`config.mk`:
```
export PLATFORM = sky130hd
export DESIGN_NAME = dlx_decode
export DESIGN_NICKNAME = d
export VERILOG_FILES = /design/src/rtl/dlx_decode.sv
export SDC_FILE = /design/constraint.sdc
export NUM_CORES = 2
export LEC_CHECK = 0
export ABC_CLOCK_PERIOD_IN_PS = 2400
export BUFFER_PORTS_ARGS = -buffer_cell sky130_fd_sc_hd__buf_2
export CAP_MARGIN = 25
export CORE_MARGIN = 1.5
export CORE_UTILIZATION = 50
export CTS_BUF_LIST = sky130_fd_sc_hd__clkbuf_16
export DETAILED_ROUTE_END_ITERATION = 10
export GPL_TIMING_DRIVEN = 1
export PLACE_DENSITY = 0.68
export RECOVER_POWER = 50
export SKIP_CTS_REPAIR_TIMING = 1
export SYNTH_ARGS = -nofsm -noshare
export SYNTH_HDL_FRONTEND = slang
export SYNTH_SLANG_ARGS = --single-unit
```
`constraint.sdc`:
```
create_clock -name clk -period 2.4 [get_ports clk]
set_input_delay 0.24 -clock clk [delete_from_list [all_inputs] [get_ports clk]]
set_output_delay 0.24 -clock clk [all_outputs]
set_load 0.01 [all_outputs]
```
`src/rtl/dlx_decode.sv`:
```
// DLX instruction decode stage: field decode, 32x32 register file with writeback
// bypass, registered execute operands/control, and a one-cycle load-use bubble.
module dlx_decode (
   input  logic        clk,
   input  logic        reset,
   input  logic        instr_valid,
   input  logic [31:0] instr_in,
   input  logic        wb_en,
   input  logic [4:0]  wb_addr,
   input  logic [31:0] wb_data,
   output logic [31:0] src1,
   output logic [31:0] src2,
   output logic [31:0] imm,
   output logic [6:0]  control_out,
   output logic        enable_ex,
   output logic [4:0]  dest_out,
   output logic        stall,
   output logic        illegal
);

   localparam logic [2:0] OPS_SHIFT     = 3'b000;
   localparam logic [2:0] OPS_ARITH     = 3'b001;
   localparam logic [2:0] OPS_MEM_WRITE = 3'b100;
   localparam logic [2:0] OPS_MEM_READ  = 3'b101;

   localparam logic [5:0] OPC_LW = 6'b100011;
   localparam logic [5:0] OPC_SW = 6'b101011;

   logic [31:0] rf [32];

   logic [5:0]  opc;
   logic [4:0]  rs1, rs2, rd_r;
   logic [31:0] simm;

   logic [6:0]  dec_ctrl;
   logic [31:0] dec_imm;
   logic [4:0]  dec_dest;
   logic        dec_ill;
   logic        dec_lw;
   logic        use1, use2;

   logic [31:0] rd1, rd2;
   logic        ld_pending;
   logic [4:0]  ld_dest;
   logic        hazard;
   logic        wb_fire;

   assign opc  = instr_in[31:26];
   assign rs1  = instr_in[25:21];
   assign rs2  = instr_in[20:16];
   assign rd_r = instr_in[15:11];
   assign simm = {{16{instr_in[15]}}, instr_in[15:0]};

   assign wb_fire = wb_en && (wb_addr != 5'd0);

   always_comb begin
      dec_ctrl = '0;
      dec_imm  = '0;
      dec_dest = '0;
      dec_ill  = 1'b0;
      dec_lw   = 1'b0;
      use1     = 1'b0;
      use2     = 1'b0;
      casez (opc)
         6'b000000: begin
            dec_ctrl = {instr_in[6:4], 1'b0, instr_in[2:0]};
            dec_dest = rd_r;
            use1     = 1'b1;
            use2     = 1'b1;
            if (instr_in[2:0] != OPS_SHIFT && instr_in[2:0] != OPS_ARITH)
               dec_ill = 1'b1;
            if (instr_in[2:0] == OPS_SHIFT && instr_in[6])
               dec_ill = 1'b1;
         end
         6'b001???: begin
            dec_ctrl = {opc[2:0], 1'b1, OPS_ARITH};
            dec_imm  = simm;
            dec_dest = rs2;
            use1     = 1'b1;
         end
         6'b0100??: begin
            dec_ctrl = {1'b0, opc[1:0], 1'b1, OPS_SHIFT};
            dec_imm  = {27'd0, instr_in[4:0]};
            dec_dest = rs2;
            use1     = 1'b1;
         end
         OPC_LW: begin
            dec_ctrl = {3'b000, 1'b1, OPS_MEM_READ};
            dec_imm  = simm;
            dec_dest = rs2;
            dec_lw   = 1'b1;
            use1     = 1'b1;
         end
         OPC_SW: begin
            dec_ctrl = {3'b000, 1'b1, OPS_MEM_WRITE};
            dec_imm  = simm;
            use1     = 1'b1;
            use2     = 1'b1;
         end
         default: dec_ill = 1'b1;
      endcase
   end

   // Reads bypass the writeback port so decode sees a value being written this cycle.
   always_comb begin
      rd1 = '0;
      rd2 = '0;
      if (rs1 != 5'd0)
         rd1 = (wb_fire && wb_addr == rs1) ? wb_data : rf[rs1];
      if (rs2 != 5'd0)
         rd2 = (wb_fire && wb_addr == rs2) ? wb_data : rf[rs2];
   end

   assign hazard = instr_valid && ld_pending && (ld_dest != 5'd0) &&
                   ((use1 && rs1 == ld_dest) || (use2 && rs2 == ld_dest));
   assign stall  = hazard;

   always_ff @(posedge clk) begin
      if (reset) begin
         for (int unsigned i = 0; i < 32; i++)
            rf[i] <= '0;
      end else if (wb_fire) begin
         rf[wb_addr] <= wb_data;
      end
   end

   always_ff @(posedge clk) begin
      if (reset) begin
         src1        <= '0;
         src2        <= '0;
         imm         <= '0;
         control_out <= '0;
         enable_ex   <= 1'b0;
         dest_out    <= '0;
         illegal     <= 1'b0;
         ld_pending  <= 1'b0;
         ld_dest     <= '0;
      end else if (!instr_valid || hazard) begin
         control_out <= '0;
         enable_ex   <= 1'b0;
         dest_out    <= '0;
         ld_pending  <= 1'b0;
      end else if (dec_ill) begin
         control_out <= '0;
         enable_ex   <= 1'b0;
         dest_out    <= '0;
         illegal     <= 1'b1;
         ld_pending  <= 1'b0;
      end else begin
         src1        <= rd1;
         src2        <= rd2;
         imm         <= dec_imm;
         control_out <= dec_ctrl;
         enable_ex   <= 1'b1;
         dest_out    <= dec_dest;
         illegal     <= 1'b0;
         ld_pending  <= dec_lw;
         ld_dest     <= dec_dest;
      end
   end

endmodule
```
== After elaboration in Yosys (flattened, before gate mapping) ==
Memories as Yosys holds them, arrays and structs flattened.
Index checks and enable logic that the tools add are counted.

* Word-level logic and storage cells: 73
* Bits in registers: 116
* Bits in writable memories: 1024
* Memories: 1
* Input port bits: 73
* Output and inout port bits: 111

* Mux-type cells: 23
* Bitwise operators: 2
* Eq/ne operators: 9
* Reduce and logical (&&, ||, !) cells: 29

{| class="wikitable"
|+ Memories
! memory !! depth !! bits a word !! read ports !! clocked after Yosys merged registers in !! wr ports !! line !! source
|-
| rf || 32 || 32 || 2 || 0 || 32 || 29 || <nowiki>logic [31:0] rf [32];</nowiki>
|}

{| class="wikitable"
|+ Operator list
! kind !! number
|-
| two-way mux 32 bit || 5
|-
| case mux 32 bit (2 select lines) || 1
|-
| case mux 7 bit (5 select lines) || 1
|-
| OR reduction 32 bit || 1
|-
| == test 5 bit || 4
|-
| nonzero test 5 bit || 4
|-
| two-way mux 1 bit || 13
|-
| == test 6 bit, second input constant || 2
|-
| logical AND 1 bit || 10
|-
| case mux 5 bit (2 select lines) || 1
|-
| OR reduction 3 bit || 3
|-
| logical NOT 6 bit || 1
|-
| two-way mux 5 bit || 1
|-
| OR reduction 5 bit || 1
|-
| == test 4 x 3 -> 1 bit, second input constant || 1
|-
| OR reduction 2 bit || 2
|-
| OR reduction 4 bit || 1
|-
| == test 3 x 1 -> 1 bit, second input constant || 1
|-
| logical NOT 3 bit || 1
|-
| != test 3 x 1 -> 1 bit, second input constant || 1
|-
| nonzero test 3 bit || 1
|-
| logical OR 1 bit || 2
|-
| NOT 1 bit || 2
|-
| case mux 1 bit (2 select lines) || 1
|-
| other kinds (2) || 2
|}

== Longest topological paths before layout ==
* Word-level depth: 9
* Gate-level depth with buffers: 10

== Worst setup path after synthesis ==
No wires, ideal clock.

* Kind: input-to-reg
* Start: input instr_in[17]
* End: register src2[27]
* Setup time: 0.117 ns
* Stages on the path: 7
* Arrival: 2.003 ns
* Data required time: 2.283 ns
* Slack: 0.281 ns
* Path through: buf_2 -> clkbuf_1 -> clkbuf_1 -> mux4_2 -> a221oi_1 -> a31oi_1 -> a22o_1

* Cells in the longest elaborated chain, start to end: 7
* Elaborated cells between the ends (all ways): 13
* Those cells by class: eq/ne: 2; mux: 2; bitwise: 1; reduce/logical: 7; memory: 1

{| class="wikitable"
|+ RTL lines
! element !! line !! source
|-
| from (decl) || 7 || <nowiki>input logic [31:0] instr_in,</nowiki>
|-
| branches (longest 7 deep; another with memory (32 x 32 bit)) || -- ||
|-
| to (signal assigned) || 151 || <nowiki>src2 <= rd2;</nowiki>
|-
| to (decl) || 12 || <nowiki>output logic [31:0] src2,</nowiki>
|}

Parallel ways; which one is timed is not known.
A chain may end at the register's enable or synchronous reset.

== Worst setup path after layout ==
* Start: register ld_dest[0]
* End: output stall

* Cells in the longest elaborated chain, start to end: 4
* Elaborated cells between the ends (all ways): 8
* Those cells by class: eq/ne: 2; reduce/logical: 6

{| class="wikitable"
|+ RTL lines
! element !! line !! source
|-
| from (decl) || 44 || <nowiki>logic [4:0] ld_dest;</nowiki>
|-
| from (signal assigned) || 158 || <nowiki>ld_dest <= dec_dest;</nowiki>
|-
| == test 5 bit || 115 || <nowiki>((use1 && rs1 == ld_dest) || (use2 && rs2 == ld_dest));</nowiki>
|-
| logical AND 1 bit || 115 ||
|-
| logical OR 1 bit || 115 ||
|-
| logical AND 1 bit (*) || 114 || <nowiki>assign hazard = instr_valid && ld_pending && (ld_dest != 5'd0) &&</nowiki>
|-
| to (decl) || 17 || <nowiki>output logic stall,</nowiki>
|}

Every way passes the cells marked *; elsewhere a longest branch is shown, timed or not.

==> flow_summary_export.csv <==
group,metric,value,unit
outcome,outcome,"finished with violations",
outcome,failed_checks,"negative hold slack, max-capacitance violations, max-slew violations, negative setup slack",
drt,wl_met3,24870,um
clock_network,clkLatencyLatePin,730,ps
layout,drive_gt1_frac,0.2156,
worst_setup_path,critPathSlowestCell,"or4_1",
yosys,synth_commonest_cells,"edfxtp_1 (1024), and2_1 (993), mux2i_1 (539)",
power_and_ir_drop,peakVddDrop,0.6324,mV
drt,wl_met1,75900,um
flow_run,maxCapViolCount,1,
drt,vias_per_cell,6.605,
yosys,syn_inst,4374,
clock_network,cts_tree,"built",
die,start_util,0.5050,
global_routing,grt_overflow,0,
clock_network,numCtsBuffers,118,
power_and_ir_drop,p_leak,25.09,nW
yosys,synth_async_sr_flop_share,0,
clock_network,root_buffer,"clkbuf_16",
drt,top_layer,"met5",
yosys,synth.area.top_cells,"edfxtp_1 (52%), and2_1 (11%), mux4_2 (9.9%), mux2i_1 (9.2%), dfxtp_1 (3.4%)",
die,die_w,346.0,um
placed_design,port_buffers,183,
sta,maxSlewViolCount,20,
yosys,synth.most_common_cell,"edfxtp_1",
die,dieHeight,346.0,um
sta,fmax,0.4140,GHz
drt,drc,0,
sta,setup_viol,1,
layout,fillCellCount,9192,
sta,hold_violations,2,
layout,multi_input_area,0.02425,sq mm
yosys,yosys.area.top_type,"edfxtp_1",
die,core,0.1165,sq mm
worst_setup_path,required,2160,ps
drt,dr.pass1.iters,6,
global_routing,grt_use_total,0.3381,
die,io_pins,184,
placed_design,place.detailed.hpwl,130500,um
yosys,ys_ff_latch,1124,
yosys,ys_seq_area_frac,0.5566,
drt,routed_wirelength,206400,um
yosys,synth_top_flop_cell,"edfxtp_1",
worst_setup_path,worstPathCellList,"or4_1 > o21a_1 > o2111a_2 > buf_6 > buf_6",
layout,area_growth_syn_to_layout,14.74,%
sta,timing.hold.ws,-1.705,ps
die,rows,125,
yosys,yosys_warnings,0,
sta,relSlewSlack,-0.2306,
drt,avgRoutedWirePerCell,32.92,um
global_routing,grt_max_degree,57,
global_routing,grt_pass1_wl,290800,um
power_and_ir_drop,power.density,688.2,mW/mm^2
clock_network,cts_max_level,3,
yosys,syn_avg_cell_area,13.45,sq um
layout,utilization,0.5794,
sta,fin_crit_sh,1.006,
worst_setup_path,crit_path_frequent_cell,"buf_6",
drt,dr_wl_met2,93740,um
clock_network,clock_sink_count,1124,
yosys,synth_edf_count,1024,
sta,rsz0062_at_grt,"yes",
drt,dr.first_iter.drc_count,6002,
clock_network,clk_pin_slew,60,ps
sta,worst_slew_pin_slew,1846,ps
yosys,syn_area,0.05884,sq mm
drt,final_antenna_net_count,0,
placed_design,placedCellCount,6005,
yosys,synthDominantCellAreaShare,0.5226,
worst_setup_path,path_max_fanout,3,
drt,vias,41404,
worst_setup_path,cp_slowest_stage_delay,540,ps
sta,fin_crit,2416,ps
global_routing,grt_pass1_vias,40551,
layout,instances_no_fill,6269,
worst_setup_path,cp-end-kind,"output port",
worst_hold_path,worstHoldPathType,"input pin to flip-flop",
sta,layout_setup_ws,-15.50,ps
layout,nets,4699,
yosys,synth_cell_type_count,61,
clock_network,clk_path_buf_depth,3,
placed_design,place.gp.congestion,0.9341,
global_routing,antenna_found_initial,16,
worst_setup_path,critPathArrivalTime,2180,ps
layout,final-seq-area,0.03276,sq mm
sta,finClkSkew,24.90,ps
die,die-area,0.1197,sq mm
worst_setup_path,crit_path_start_kind,"flip-flop",
worst_setup_path,critical_path_class,"flip-flop to output port",
==> critical path: cells and delay by family (launching register included) <==
family / cells / cell delay [ps]
simple gates: 1 / 540
compound gates: 2 / 380
flops: 1 / 320
buf+inv: 2 / 240
==> registers in the layout, summed over array words and instances, names as in the netlist <==
name         flops
control_out      7
imm             16
src2            32
illegal          1
rf            1024
enable_ex        1
dest_out         5
ld_dest          5
src1            32
ld_pending       1
==> cells by family after synthesis <==
group / after synthesis / synth area share
AND/OR/NAND/NOR: 1438 / 0.1433
flip-flops: 1124 / 0.5566
multiplexers: 803 / 0.1918
AO/OA/AOI/OAI: 529 / 0.06860
buffers and inverters: 459 / 0.03662
XOR/XNOR: 20 / 0.002977
other: 1 / 0.00006373
==> layout by cell type, fill, tap and decap left out, types with 51 or more instances in the layout <==
master,instances
edfxtp_1,1024
and2_1,762
mux2i_1,539
mux4_2,259
a22oi_1,237
and2_0,230
buf_4,176
buf_2,175
clkbuf_16,120
nor2_1,112
nand3_1,97
dfxtp_1,96
buf_12,96
a22o_1,75
nand2_1,62
a21oi_1,59
a31oi_1,51
==> worst paths after layout <==
kind / slack, ps / cells after the start / start / to
setup / recovery: -20 / 5 / ld_dest[0] / stall
hold / removal: -2 / 4 / instr_in[31] / control_out[0]
setup reg to reg: 10 / 8 / ld_dest[0] / src1[15]
hold reg to reg: 470 / 1 / imm[13] / imm[13]
==> layout make-up <==
cell class              instances  share of cell area
diodes                         14           0.0005189
clock buffers                 120             0.04448
clock inverters               105             0.01101
inverters                       2           0.0001112
multi-input cells            2823              0.3592
flip-flops and latches       1124              0.4852
well taps                    1524             0.02825
repair buffers                557             0.07122
==> through the flow <==
step | cell area [sq um] | power [W] | TNS (ps) | worst slack [ps]
floorplan | 58960 | 0.02636 | 0 | 280.6
global placement | 64160 | 0.02871 | -972.5 | -222.3
detailed placement | 64160 | 0.02883 | -1098 | -255.2
CTS | 67910 | 0.04645 | -130.8 | -130.8
global route | 67480 | 0.04752 | -362.1 | -76.68
finish | 67510 | 0.04646 | -15.50 | -15.50
==> where the power goes <==
part	switching [W]	internal, W
clock network	0.00794	0.0100
logic	0.00328	0.00226
registers	0.000588	0.0224
total	0.0118	0.0347
==> routing by layer <==
layer | vias up | track usage
met5 | - | 0
met4 | 12 | 0.1710
met3 | 683 | 0.08675
met2 | 2895 | 0.5271
met1 | 20831 | 0.4389
li1 | 16983 | -
(Power assumes the default switching activity.)
